### src/rtl/note_player_if.sv
// Note-event handshake between a sequencer (master) and note_player (slave).
// An event transfers on any cycle where valid and ready are both high.
interface note_player_if;
   logic       note_valid_in;
   logic [5:0] note_index_in;
   logic [7:0] note_type_in;
   logic       note_ready_out;

   modport master (
      output note_valid_in,
      output note_index_in,
      output note_type_in,
      input  note_ready_out
   );

   modport slave (
      input  note_valid_in,
      input  note_index_in,
      input  note_type_in,
      output note_ready_out
   );
endinterface

### src/rtl/note_player.sv
// Queued square-wave note player: buffers note/rest events in a small FIFO and
// plays each one for units*EIGHTH_TICKS sample ticks at a tabulated pitch.
module note_player #(
   parameter int EIGHTH_TICKS = 2048,
   parameter int FS_HZ        = 8467,
   parameter int AMP          = 64,
   parameter int FIFO_DEPTH   = 8
) (
   input  logic              clk_in,
   input  logic              rst_in,
   note_player_if.slave      note_if,
   input  logic              step_in,
   output logic signed [7:0] amp_out,
   output logic              playing_out,
   output logic              err_out
);

   localparam int PTR_W = (FIFO_DEPTH > 1) ? $clog2(FIFO_DEPTH) : 1;
   localparam int CNT_W = $clog2(8 * EIGHTH_TICKS + 1);
   localparam logic signed [7:0] AMP_POS = 8'(AMP);
   localparam logic signed [7:0] AMP_NEG = 8'(-AMP);

   // Duration is stored as log2(units): eighth=0 .. whole=3.
   typedef struct packed {
      logic [5:0] idx;
      logic       rest;
      logic [1:0] dur_log;
   } event_t;

   typedef enum logic [1:0] {S_IDLE, S_LOAD, S_PLAY} state_t;

   logic [15:0] w_inc_table [0:63];

   genvar gi;
   generate
      for (gi = 0; gi < 64; gi++) begin : g_inc
         if (gi < 60) begin : g_note
            localparam int INC =
               $rtoi(65536.0 * 440.0 * (2.0 ** ((gi - 33) / 12.0)) / FS_HZ + 0.5);
            assign w_inc_table[gi] = 16'(INC);
         end else begin : g_silent
            assign w_inc_table[gi] = 16'd0;
         end
      end
   endgenerate

   event_t             r_mem [0:FIFO_DEPTH-1];
   event_t             r_head;
   logic [PTR_W-1:0]   r_wr_ptr;
   logic [PTR_W-1:0]   r_rd_ptr;
   logic [PTR_W:0]     r_count;
   logic               r_err;

   state_t             r_state;
   logic [15:0]        r_phase;
   logic [15:0]        r_inc;
   logic [CNT_W-1:0]   r_cnt;
   logic               r_rest;
   logic signed [7:0]  r_amp;
   logic               r_playing;

   logic               w_ready;
   logic               w_accept;
   logic               w_well_formed;
   logic               w_push;
   logic               w_pop;
   event_t             w_new_event;

   assign w_ready       = (r_count < (PTR_W + 1)'(FIFO_DEPTH));
   assign w_accept      = note_if.note_valid_in && w_ready && !rst_in;
   assign w_well_formed = $onehot(note_if.note_type_in);
   assign w_push        = w_accept && w_well_formed;
   assign w_pop         = (r_state == S_LOAD);

   assign w_new_event.idx     = note_if.note_index_in;
   assign w_new_event.rest    = (|note_if.note_type_in[7:4]) || (note_if.note_index_in >= 6'd60);
   assign w_new_event.dur_log = {note_if.note_type_in[2] | note_if.note_type_in[3] |
                                 note_if.note_type_in[6] | note_if.note_type_in[7],
                                 note_if.note_type_in[1] | note_if.note_type_in[3] |
                                 note_if.note_type_in[5] | note_if.note_type_in[7]};

   assign note_if.note_ready_out = w_ready;
   assign amp_out                = r_amp;
   assign playing_out            = r_playing;
   assign err_out                = r_err;

   // Storage with registered head read; r_head is valid by the time LOAD uses it.
   always_ff @(posedge clk_in) begin
      if (w_push) begin
         r_mem[r_wr_ptr] <= w_new_event;
      end
      r_head <= r_mem[r_rd_ptr];
   end

   always_ff @(posedge clk_in) begin
      if (rst_in) begin
         r_wr_ptr <= '0;
         r_rd_ptr <= '0;
         r_count  <= '0;
         r_err    <= 1'b0;
      end else begin
         r_err <= w_accept && !w_well_formed;
         if (w_push) begin
            r_wr_ptr <= r_wr_ptr + 1'b1;
         end
         if (w_pop) begin
            r_rd_ptr <= r_rd_ptr + 1'b1;
         end
         case ({w_push, w_pop})
            2'b10:   r_count <= r_count + 1'b1;
            2'b01:   r_count <= r_count - 1'b1;
            default: r_count <= r_count;
         endcase
      end
   end

   always_ff @(posedge clk_in) begin
      if (rst_in) begin
         r_state   <= S_IDLE;
         r_phase   <= '0;
         r_inc     <= '0;
         r_cnt     <= '0;
         r_rest    <= 1'b0;
         r_amp     <= '0;
         r_playing <= 1'b0;
      end else begin
         case (r_state)
            S_IDLE: begin
               if (step_in) begin
                  r_amp <= '0;
               end
               if (r_count != '0) begin
                  r_state <= S_LOAD;
               end
            end
            S_LOAD: begin
               if (step_in) begin
                  r_amp <= '0;
               end
               r_inc     <= w_inc_table[r_head.idx];
               r_rest    <= r_head.rest;
               r_cnt     <= CNT_W'(EIGHTH_TICKS) << r_head.dur_log;
               r_phase   <= '0;
               r_state   <= S_PLAY;
               r_playing <= 1'b1;
            end
            S_PLAY: begin
               // Output level comes from the phase before this tick's advance.
               if (step_in) begin
                  r_amp   <= r_rest ? 8'sd0 : (r_phase[15] ? AMP_NEG : AMP_POS);
                  r_phase <= r_phase + r_inc;
                  r_cnt   <= r_cnt - 1'b1;
                  if (r_cnt == CNT_W'(1)) begin
                     r_state   <= S_IDLE;
                     r_playing <= 1'b0;
                  end
               end
            end
            default: begin
               r_state   <= S_IDLE;
               r_playing <= 1'b0;
            end
         endcase
      end
   end

endmodule

### src/flat_wrapper.sv
// flat-port wrapper written by rule: the top's interface ports become plain ports
module note_player_flat 
#(
   parameter int EIGHTH_TICKS = 2048,
   parameter int FS_HZ        = 8467,
   parameter int AMP          = 64,
   parameter int FIFO_DEPTH   = 8
)
  (clk_in, rst_in, step_in, amp_out, playing_out, err_out, note_if_note_valid_in, note_if_note_index_in, note_if_note_type_in, note_if_note_ready_out);
  note_player_if note_if_i ();
  input  logic clk_in;
  input  logic rst_in;
  input  logic step_in;
  output logic signed [7:0] amp_out;
  output logic playing_out;
  output logic err_out;
  input wire logic [$bits(note_if_i.note_valid_in)-1:0] note_if_note_valid_in;
  input wire logic [$bits(note_if_i.note_index_in)-1:0] note_if_note_index_in;
  input wire logic [$bits(note_if_i.note_type_in)-1:0] note_if_note_type_in;
  output wire logic [$bits(note_if_i.note_ready_out)-1:0] note_if_note_ready_out;
  assign note_if_i.note_valid_in = note_if_note_valid_in;
  assign note_if_i.note_index_in = note_if_note_index_in;
  assign note_if_i.note_type_in = note_if_note_type_in;
  assign note_if_note_ready_out = note_if_i.note_ready_out;
  note_player #(.EIGHTH_TICKS(EIGHTH_TICKS), .FS_HZ(FS_HZ), .AMP(AMP), .FIFO_DEPTH(FIFO_DEPTH)) u_core (.clk_in(clk_in), .rst_in(rst_in), .note_if(note_if_i), .step_in(step_in), .amp_out(amp_out), .playing_out(playing_out), .err_out(err_out));
endmodule
### config.mk
export PLATFORM = sky130hd
export DESIGN_NAME = note_player_flat
export DESIGN_NICKNAME = d
export VERILOG_FILES = /design/src/rtl/note_player_if.sv /design/src/rtl/note_player.sv /design/src/flat_wrapper.sv
export SDC_FILE = /design/constraint.sdc
export NUM_CORES = 1
export LEC_CHECK = 0
export BUFFER_PORTS_ARGS = -buffer_cell sky130_fd_sc_hd__buf_2
export CAP_MARGIN = 20
export CORE_MARGIN = 2
export CORE_UTILIZATION = 56
export DETAILED_ROUTE_END_ITERATION = 10
export GPL_TIMING_DRIVEN = 0
export PLACE_DENSITY = 0.76
export REMOVE_ABC_BUFFERS = 1
export SYNTH_ARGS = -nofsm -noshare
export SYNTH_HDL_FRONTEND = slang
export SYNTH_SLANG_ARGS = --single-unit
### constraint.sdc
create_clock -name clk_in -period 4.6 [get_ports clk_in]
set_input_delay 0.92 -clock clk_in [delete_from_list [all_inputs] [get_ports clk_in]]
set_output_delay 0.92 -clock clk_in [all_outputs]
set_load 0.05 [all_outputs]
==> metrics.csv, run 1 <==
metric;value;unit
synth_cells;750;
tightest_slew;1120;ps
synth_most_common_cell;edfxtp_1;
initial_core_util;57.8;%
die_area;14700;sq um
clockPowerShare;31.8;%
clock_path_buffers;2;
cpLargestDelayFamily;adder cells;
r2r_cells;9;
synth-main-ff-cell;edfxtp_1;
seq_area_frac_synth;46.6;%
critPathKind;in2reg;
p_comb_share;28.7;%
totalWireLength;17500;um
synth_top_area_share;28.1;%
cts_inserted_buffers;17;
cp.depth;18;
grt_pass1_wl;27900;um
crit_path_start_kind;input pin;
worstPathRequired;4940;ps
cts_htree_levels;4;
tns;-58.9;ps
crit_arrival;5000;ps
endpoint_kind;flop;
period_minus_slack;4660;ps
globalRouteOverflowTotal;0;
avgSynthCellArea;10.2;sq um
use_met3;5.31;%
drive_gt1_share;16.9;%
synth.largest_area_cell;edfxtp_1;
path_clk_slew;60;ps
numClockSinks;143;
totalPowerFinal;0.00401;W
intPower;0.00262;W
hold_viol;0;
synth_cell_type_count;69;
seqPwrFrac;39.5;%
die_h;121;um
peakVddDrop;0.335;mV
hpwlAfterDp;11200;um
violations;setup timing;
grt_max_degree;53;
io_pins;29;
rsz0062_at_grt;true;
netlist_area;7680;sq um
path_max_fanout;5;
hold_class;reg2reg;
ys_warn_count;0;
ys_ff_latch;143;
synth_common_cells;edfxtp_1 (72), dfxtp_1 (71), a21oi_1 (68), nor2_1 (67), nand2_1 (51);
nNetsFinal;810;
fin_cells;939;
synth_edf_count;72;
status;finished, violations left;
period_share;101;%
clock-root-buffer;clkbuf_16;
fillers;968;
num_vias;5917;
fin_ws;-58.9;ps
maxSlewHeadroom;25.0;%
io_buffer_count;22;
cp_cell_sequence;buf_8, ha_4, fa_1, inv_2, fa_1, inv_1, ha_2, fa_1, nor4b_2, and2_4, clkinvlp_4, ha_4, xor2_2, ha_2, a21oi_2, xor2_1, or3_1, a21oi_1;
gp_congestion;0.874;
first_pass_iters;5;
fmax;0.215;GHz
use_met1;30.8;%
groute.layer.met2.usage;41.4;%
grt_use_total;24.3;%
drv_cap;0;
cpPeakStageDelay;540;ps
fp.dieW;121;um
powerDensity;464;nW/um^2
routedWlPerCell;18.7;um
cts_tree;done;
final_max_slew_viol_count;0;
area_delta_synth_final;12.7;%
ant_nets;0;
grt.busiest_layer;met2;
place_inst;899;
p_leak;3.14;nW
cpMaxStageDelayCell;fa_1;
cp_common_cell;fa_1;
finalSetupViolations;1;
synth_area_leaders;edfxtp_1 (28%), dfxtp_1 (19%), mux4_2 (6.4%);
drc;0;
finalInstanceArea;8650;sq um
skew;8.41;ps
clkLatencyLatePin;420;ps
p_sw_share;34.7;%
rows;42;
design.core.area;13300;sq um
async_reset_ff_share;0;%
antenna_cells;0;
p_switching;0.00139;W
place_area;7880;sq um
whs_path_depth;2;
viasPerCell;6.30;
grt_pass1_vias;5643;
drtIter0Drc;532;
antenna_found_initial;0;
cp_num_buf_inv;4;
-- worst register-to-register path: stages, from the launching register on --
cell	delay, ps
dfxtp_1	480
nand2b_1	350
inv_1	940
ha_4	290
xor2_2	150
ha_2	190
a21oi_2	40
xor2_1	200
or3_1	380
a21oi_1	130
-- sequential cells by signal (all words and copies together) (netlist names) --
signal              count
u_core.r_mem           72
u_core.r_phase         16
u_core.r_cnt           15
u_core.r_inc           14
u_core.r_head           9
u_core.r_count          4
u_core.r_rd_ptr         3
u_core.r_wr_ptr         3
u_core.amp_out          2
u_core.r_state          2
u_core.err_out          1
u_core.playing_out      1
u_core.r_rest           1
-- final timing paths --
kind	from	endpoint	slack (ps)
worst max register to register	u_core.r_state[0]$_SDFFE_PP0P_	u_core.r_count[2]$_SDFFE_PP0P_	1360
worst min-delay path	u_core.r_phase[7]$_SDFFE_PP0P_	u_core.r_phase[7]$_SDFFE_PP0P_	460
worst min register to register	u_core.r_phase[7]$_SDFFE_PP0P_	u_core.r_phase[7]$_SDFFE_PP0P_	460
worst max-delay path	note_if_note_type_in[5]	u_core.r_count[2]$_SDFFE_PP0P_	-60
-- metrics by stage --
step	util (%)	worst slack [ps]	hold slack [ps]
6_report	65.1	-58.9	463
5_1_grt	65.1	-176	491
4_1_cts	63.7	-3.98	467
3_5_place_dp	59.3	-764	457
3_3_place_gp	58.6	-1330	442
2_1_floorplan	-	-252	411
-- cells in the final DEF, fill, tap and decap left out, drive strengths merged, types with 6 or more instances in the layout --
cell type  netlist  final
o211ai           7      7
o21ai           37     37
a21oi           68     68
clkbuf          38     17
a211oi           9      9
buf             20     34
nand3           20     20
nor2            67     67
mux4            22     22
inv             36     43
nor4             6      6
xor2            13     13
xnor2            8      8
conb             1      6
nor3            19     19
o31ai            9      9
nor2b            7      7
nand2b          13     13
dfxtp           71     71
nand2           52     52
mux2            11     11
edfxtp          72     72
nand4           10     10
o221ai           7      7
ha              37     37
-- layout make-up --
type | count | area (sq um) | share of cell area (%)
multi-input cells | 518 | 3890 | 44.9
flip-flops and latches | 143 | 3580 | 41.4
clock buffers | 17 | 425 | 4.92
repair buffers | 34 | 275 | 3.18
well taps | 176 | 220 | 2.54
inverters | 36 | 139 | 1.60
clock inverters | 15 | 125 | 1.45
-- cell families (layout without fill, tap and decap cells) --
kind of cell | after synthesis | count (layout) | synth area share (%)
multiplexers | 37 | 37 | 8.58
flip-flops | 143 | 143 | 46.6
AO/OA/AOI/OAI | 187 | 187 | 15.6
buffers and inverters | 94 | 102 | 4.95
AND/OR/NAND/NOR | 225 | 225 | 14.5
XOR/XNOR | 21 | 21 | 2.39
adder cells (fa/ha/maj) | 42 | 42 | 7.33
other | 1 | 6 | 0.0488
-- layer usage --
metal	wire length, um	share of wire [%]	vias up
met5	0	0	-
met4	213	1.2	0
met3	1020	5.8	22
met2	9030	51	240
met1	7270	41	2873
li1	-	-	2782
-- power by group through the flow --
| stage | clock network (W) | logic (W) | registers (W) |
|---|---|---|---|
| CTS | 0.00129 | 0.00109 | 0.00159 |
| detailed placement | 0 | 0.00106 | 0.00162 |
| finish | 0.00127 | 0.00115 | 0.00159 |
| global route | 0.00134 | 0.00126 | 0.00160 |
| global placement | 0 | 0.000977 | 0.00163 |
| floorplan | 0 | 0.000785 | 0.00160 |
-- repair_timing --
item                       CTS  global route
pin swaps                    1            10
gates resized for setup      5            33
setup endpoints to repair   41            68
setup buffers                4             2
hold buffers                 0             0
hold endpoints to repair     0             0
No activity file was read; power rests on OpenSTA's default activity.
==> run 2: changes to the inputs <==
Settings changed: PLACE_DENSITY 0.76 to 0.73.
Clock period 4.6 ns to 4.5 ns, I/O delays scaled along.
==> metrics.csv, run 2 (synthesis results as in run 1) <==
metric;value;unit;change
cp_cell_sequence;buf_2, ha_1, fa_1, inv_1, fa_1, inv_1, ha_1, fa_1, nor4b_4, and2_4, clkinvlp_4, ha_2, xor2_1, ha_1, a21oi_1, xor2_1, or3_1, a21oi_1;;was buf_8, ha_4, fa_1, inv_2, fa_1, inv_1, ha_2, fa_1, nor4b_2, and2_4, clkinvlp_4, ha_4, xor2_2, ha_2, a21oi_2, xor2_1, or3_1, a21oi_1
antenna_found_initial;0;;unchanged
io_pins;29;;unchanged
cpMaxStageDelayCell;fa_1;;unchanged
numClockSinks;143;;unchanged
fmax;0.222;GHz;
grt_use_total;23.4;%;was 24.3%
grt_pass1_wl;26800;um;was 27,900 um
reg2reg_setup_slack;1220;ps;was 1360 ps
drc;0;;unchanged
finalSetupViolations;1;;unchanged
maxSlewHeadroom;27.4;%;was 25.0%
drtIter0Drc;589;;was 532
clock-root-buffer;clkbuf_16;;unchanged
path_max_fanout;5;;unchanged
powerDensity;479;nW/um^2;was 464 nW/um^2
status;finished, violations left;;unchanged
hpwlAfterDp;10700;um;was 11,200 um
top_regs;u_core.r_mem: 72 flops, u_core.r_phase: 16 flops, u_core.r_cnt: 15 flops;;unchanged
whs;459;ps;was 463 ps
clkLatencyLatePin;430;ps;was 420 ps
path_clk_slew;60;ps;about the same
crit_arrival;4860;ps;was 5000 ps
mostFrequentLayoutCells;edfxtp_1 (72), dfxtp_1 (71), a21oi_1 (68);;was edfxtp_1 (72), dfxtp_1 (71), a21oi_1 (67)
cpPeakStageDelay;550;ps;was 540 ps
num_vias;5850;;was 5,917
worstPathRequired;4850;ps;was 4940 ps
totalWireLength;16400;um;was 17,500 um
gp_congestion;0.928;;was 0.874
clock_path_buffers;2;;unchanged
tightest_slew;1090;ps;was 1120 ps
first_pass_iters;7;;was 5
critPathKind;in2reg;;unchanged
drive_gt1_share;15.1;%;was 16.9%
antenna_cells;0;;unchanged
initial_core_util;57.8;%;unchanged
skew;11.8;ps;was 8.41 ps
viasPerCell;6.22;;was 6.30
tns;-8.56;ps;was -58.9 ps
endpoint_kind;flop;;unchanged
globalRouteOverflowTotal;0;;unchanged
postCtsHoldBufs;0;;unchanged
regMostFlops;u_core.r_mem;;unchanged
die_h;121;um;unchanged
fin_ws;-8.56;ps;was -58.9 ps
layout_commonest_cell;edfxtp_1;;unchanged
ant_nets;0;;unchanged
rows;42;;unchanged
period_minus_slack;4510;ps;
die_area;14700;sq um;unchanged
grt_pass1_vias;5575;;was 5,643
hold_class;reg2reg;;unchanged
nNetsFinal;811;;was 810
period_share;100;%;
fp.dieW;121;um;unchanged
hold_viol;0;;unchanged
largest_register_ffs;72;;unchanged
area_delta_synth_final;12.1;%;was 12.7%
routedWlPerCell;17.5;um;was 18.7 um
cts_htree_levels;4;;unchanged
final_max_slew_viol_count;0;;unchanged
io_buffer_count;22;;unchanged
violations;setup timing;;unchanged
grt_max_degree;53;;unchanged
crit_path_start_kind;input pin;;unchanged
cts_inserted_buffers;17;;unchanged
cts_tree;done;;unchanged
totalPowerFinal;0.00413;W;was 0.00401 W
rsz0062_at_grt;true;;unchanged
p_leak;3.15;nW;was 3.14 nW
design.core.area;13300;sq um;unchanged
drv_cap;0;;unchanged
peakVddDrop;0.554;mV;was 0.335 mV
[run 2: through the flow]
stage | cells | utilization (%) | setup WS (ps) | instance area [sq um]
2_1_floorplan | 697 | - | -332 | 7460
3_3_place_gp | 895 | 58.6 | -1440 | 7790
3_5_place_dp | 899 | 59.3 | -753 | 7890
4_1_cts | 935 | 63.9 | -16.2 | 8500
5_1_grt | 940 | 64.8 | -204 | 8610
6_report | 940 | 64.8 | -8.56 | 8610
[run 2: worst paths after layout]
kind                                        from                        endpoint  cells past startpoint
setup reg to reg  u_core.r_state[1]$_SDFFE_PP0P_  u_core.r_count[2]$_SDFFE_PP0P_                     10
setup / recovery         note_if_note_type_in[0]  u_core.r_count[2]$_SDFFE_PP0P_                     18
hold / removal        u_core.r_rest$_SDFFE_PP0P_      u_core.r_rest$_SDFFE_PP0P_                      2
hold reg to reg       u_core.r_rest$_SDFFE_PP0P_      u_core.r_rest$_SDFFE_PP0P_                      2
[run 2: metal layers]
metal,share of wire [%],global-route usage [%],routed length (um),vias to the layer above
met3,6.2,5.50,1020,30
met4,1.8,8.72,292,0
met5,0,0,0,-
met1,42,30.1,6980,2826
met2,50,38.3,8150,210
li1,-,-,-,2784
[run 2: critical path, delay by kind of cell]
kind	cells	cell delay [ps]
buffers and inverters	4	320
AND/OR/NAND/NOR	3	750
AO/OA/AOI/OAI	2	280
adder cells (fa/ha/maj)	7	2360
XOR/XNOR	2	240
[run 2: final cells by class]
type	count	area (sq um)
clock inverters	13	128
clock buffers	19	433
inverters	36	139
well taps	176	220
flip-flops and latches	143	3580
multi-input cells	518	3830
repair buffers	35	283
fillers	981	4680
[run 2: where the power goes]
| group | internal (W) | switching [W] | total (W) |
|---|---|---|---|
| Combinational | 0.000500 | 0.000676 | 0.00118 |
| Clock | 0.000770 | 0.000566 | 0.00134 |
| Sequential | 0.00146 | 0.000149 | 0.00161 |
| Total | 0.00273 | 0.00139 | 0.00413 |
[run 2: what timing repair did]
item / in CTS / in global routing
setup endpoints to repair: 43 / 70
buffers inserted: 4 / 3
resized for setup: 5 / 10
pin swaps: 1 / 1
==> run 3: changes to the inputs <==
Settings changed: CORE_UTILIZATION 56 to 50, PLACE_DENSITY 0.73 to 0.72, TNS_END_PERCENT from default to 10.
==> metrics.csv, run 3 (synthesis results as in run 1) <==
metric;value;unit;change
status;finished, violations left;;unchanged
violations;setup timing;;unchanged
p_leak;3.23;nW;was 3.15 nW
cts_htree_levels;4;;unchanged
cts_inserted_buffers;17;;unchanged
place_area;7920;sq um;was 7890 sq um
period_minus_slack;4530;ps;was 4510 ps
nNetsFinal;819;;was 811
critPathKind;in2reg;;unchanged
postCtsHoldBufs;0;;unchanged
drive_gt1_share;18.0;%;was 15.1%
critPathLaunch;note_if_note_type_in[3];;was note_if_note_type_in[0]
path_max_fanout;4;;was 5
die_h;128;um;was 121 um
viasPerCell;6.13;;was 6.22
worstPathRequired;4850;ps;about the same
place_inst;911;;was 899
antenna_cells;0;;unchanged
regMostFlops;u_core.r_mem;;unchanged
grt_pass1_wl;27500;um;was 26,800 um
rr_startpoint;u_core.r_state[0]$_SDFFE_PP0P_;;was u_core.r_state[1]$_SDFFE_PP0P_
mostFrequentLayoutCells;edfxtp_1 (72), dfxtp_1 (71), a21oi_1 (67);;was edfxtp_1 (72), dfxtp_1 (71), a21oi_1 (68)
peakVddDrop;0.363;mV;was 0.554 mV
drtIter0Drc;513;;was 589
cts_tree;done;;unchanged
gp_congestion;0.923;;was 0.928
crit_path_start_kind;input pin;;unchanged
clock-root-buffer;clkbuf_16;;unchanged
finalInstanceArea;8840;sq um;was 8610 sq um
hold_viol;0;;unchanged
ant_nets;0;;unchanged
io_buffer_count;22;;unchanged
clkLatencyLatePin;430;ps;about the same
hold_end;u_core.r_rest$_SDFFE_PP0P_;;unchanged
first_pass_iters;5;;was 7
powerDensity;485;nW/um^2;was 479 nW/um^2
globalRouteOverflowTotal;0;;unchanged
whs_path_depth;2;;unchanged
fp.dieW;128;um;was 121 um
area_delta_synth_final;15.1;%;was 12.1%
final_max_slew_viol_count;0;;unchanged
grt_use_total;21.4;%;was 23.4%
finalSetupViolations;1;;unchanged
io_pins;29;;unchanged
drc;0;;unchanged
skew;8.87;ps;was 11.8 ps
tightest_slew;1040;ps;was 1090 ps
hold_class;reg2reg;;unchanged
numClockSinks;143;;unchanged
fmax;0.221;GHz;was 0.222 GHz
fin_ws;-31.9;ps;was -8.56 ps
rows;45;;was 42
totalWireLength;17000;um;was 16,400 um
routedWlPerCell;17.7;um;was 17.5 um
period_share;101;%;was 100%
hpwlAfterDp;10800;um;was 10,700 um
num_vias;5883;;was 5,850
fin_cells;960;;was 940
design.core.area;15100;sq um;was 13,300 sq um
largest_register_ffs;72;;unchanged
die_area;16400;sq um;was 14,700 sq um
reg2reg_setup_slack;1090;ps;was 1220 ps
grt_max_degree;53;;unchanged
r2r_cells;10;;unchanged
crit_arrival;4880;ps;was 4860 ps
final_util;58.6;%;was 64.8%
path_clk_slew;60;ps;about the same
top_regs;u_core.r_mem: 72 flops, u_core.r_phase: 16 flops, u_core.r_cnt: 15 flops;;unchanged
totalPowerFinal;0.00429;W;was 0.00413 W
initial_core_util;50.9;%;was 57.8%
layout_commonest_cell;edfxtp_1;;unchanged
grt_pass1_vias;5458;;was 5,575
maxSlewHeadroom;30.7;%;was 27.4%
r2r-end;u_core.r_count[2]$_SDFFE_PP0P_;;unchanged
endpoint_kind;flop;;unchanged
clock_path_buffers;2;;unchanged
drv_cap;0;;unchanged
rsz0062_at_grt;true;;unchanged
min_from;u_core.r_head[2]$_DFF_P_;;was u_core.r_rest$_SDFFE_PP0P_
antenna_found_initial;0;;unchanged
run 3: cell types whose count changed in the layout (fill, tap and decap cells not counted), sizes merged:
| cell | change |
|---|---|
| bufinv | +1 |
| clkbuf | -2 |
| inv | +3 |
| clkinvlp | -3 |
| clkinv | +1 |
| buf | +8 |
run 3: cell type report:
type	count	area [sq um]
inverters	36	139
clock buffers	17	425
flip-flops and latches	143	3580
well taps	188	235
fillers	1191	6250
repair buffers	43	390
multi-input cells	518	3890
clock inverters	15	173
run 3: metrics by stage:
| step | TNS, ps | worst slack [ps] | hold WS, ps |
|---|---|---|---|
| 6_report | -31.9 | -31.9 | 433 |
| 5_1_grt | -167 | -116 | 470 |
| 4_1_cts | -93.8 | -93.8 | 442 |
| 3_5_place_dp | -39690 | -854 | 434 |
| 3_3_place_gp | -57500 | -1290 | 433 |
| 2_1_floorplan | -6680 | -332 | 411 |
run 3: how the worst max path moves through the flow:
stage                                      to  slack, ps  depth (start not counted)
3_5_place_dp   u_core.r_count[2]$_SDFFE_PP0P_       -850                         18
6_report       u_core.r_count[2]$_SDFFE_PP0P_        -30                         18
2_1_floorplan    u_core.r_mem[0][0]$_DFFE_PP_       -330                         11
4_1_cts        u_core.r_count[2]$_SDFFE_PP0P_        -90                         18
3_3_place_gp     u_core.r_mem[0][3]$_DFFE_PP_      -1290                         12
5_1_grt        u_core.r_count[2]$_SDFFE_PP0P_       -120                         19
run 3: report_power, final:
group	leakage (nW)	total (W)	switching [W]	internal (W)
combinational	1.70	0.00125	0.000699	0.000550
clock	0.292	0.00143	0.000596	0.000835
sequential	1.24	0.00161	0.000141	0.00146
run 3: timing repair:
action,in CTS,in global routing
cloned,0,0
resized for setup,12,30
endpoints found under the setup margin,66,43
setup buffers,13,2
pin swaps,2,11
hold endpoints to repair,0,0
run 3: metal layers:
| layer | vias up | global-route usage (%) | part of all wire [%] |
|---|---|---|---|
| met5 | - | 0 | 0 |
| met4 | 0 | 8.21 | 2.3 |
| met3 | 37 | 4.84 | 5.3 |
| met2 | 206 | 34.1 | 49 |
| met1 | 2839 | 28.6 | 44 |
| li1 | 2801 | - | - |
run 3: critical path: stages:
cell and delay, ps:
buf_8 100, ha_4 150, fa_1 540, inv_2 40, fa_1 480, inv_1 50, ha_2 180, fa_1 490
nor4b_4 280, and2_4 230, clkinvlp_4 120, ha_4 200, xor2_2 140, ha_2 200, a21oi_2 40, xor2_1 190
or3_1 390, a21oi_1 150
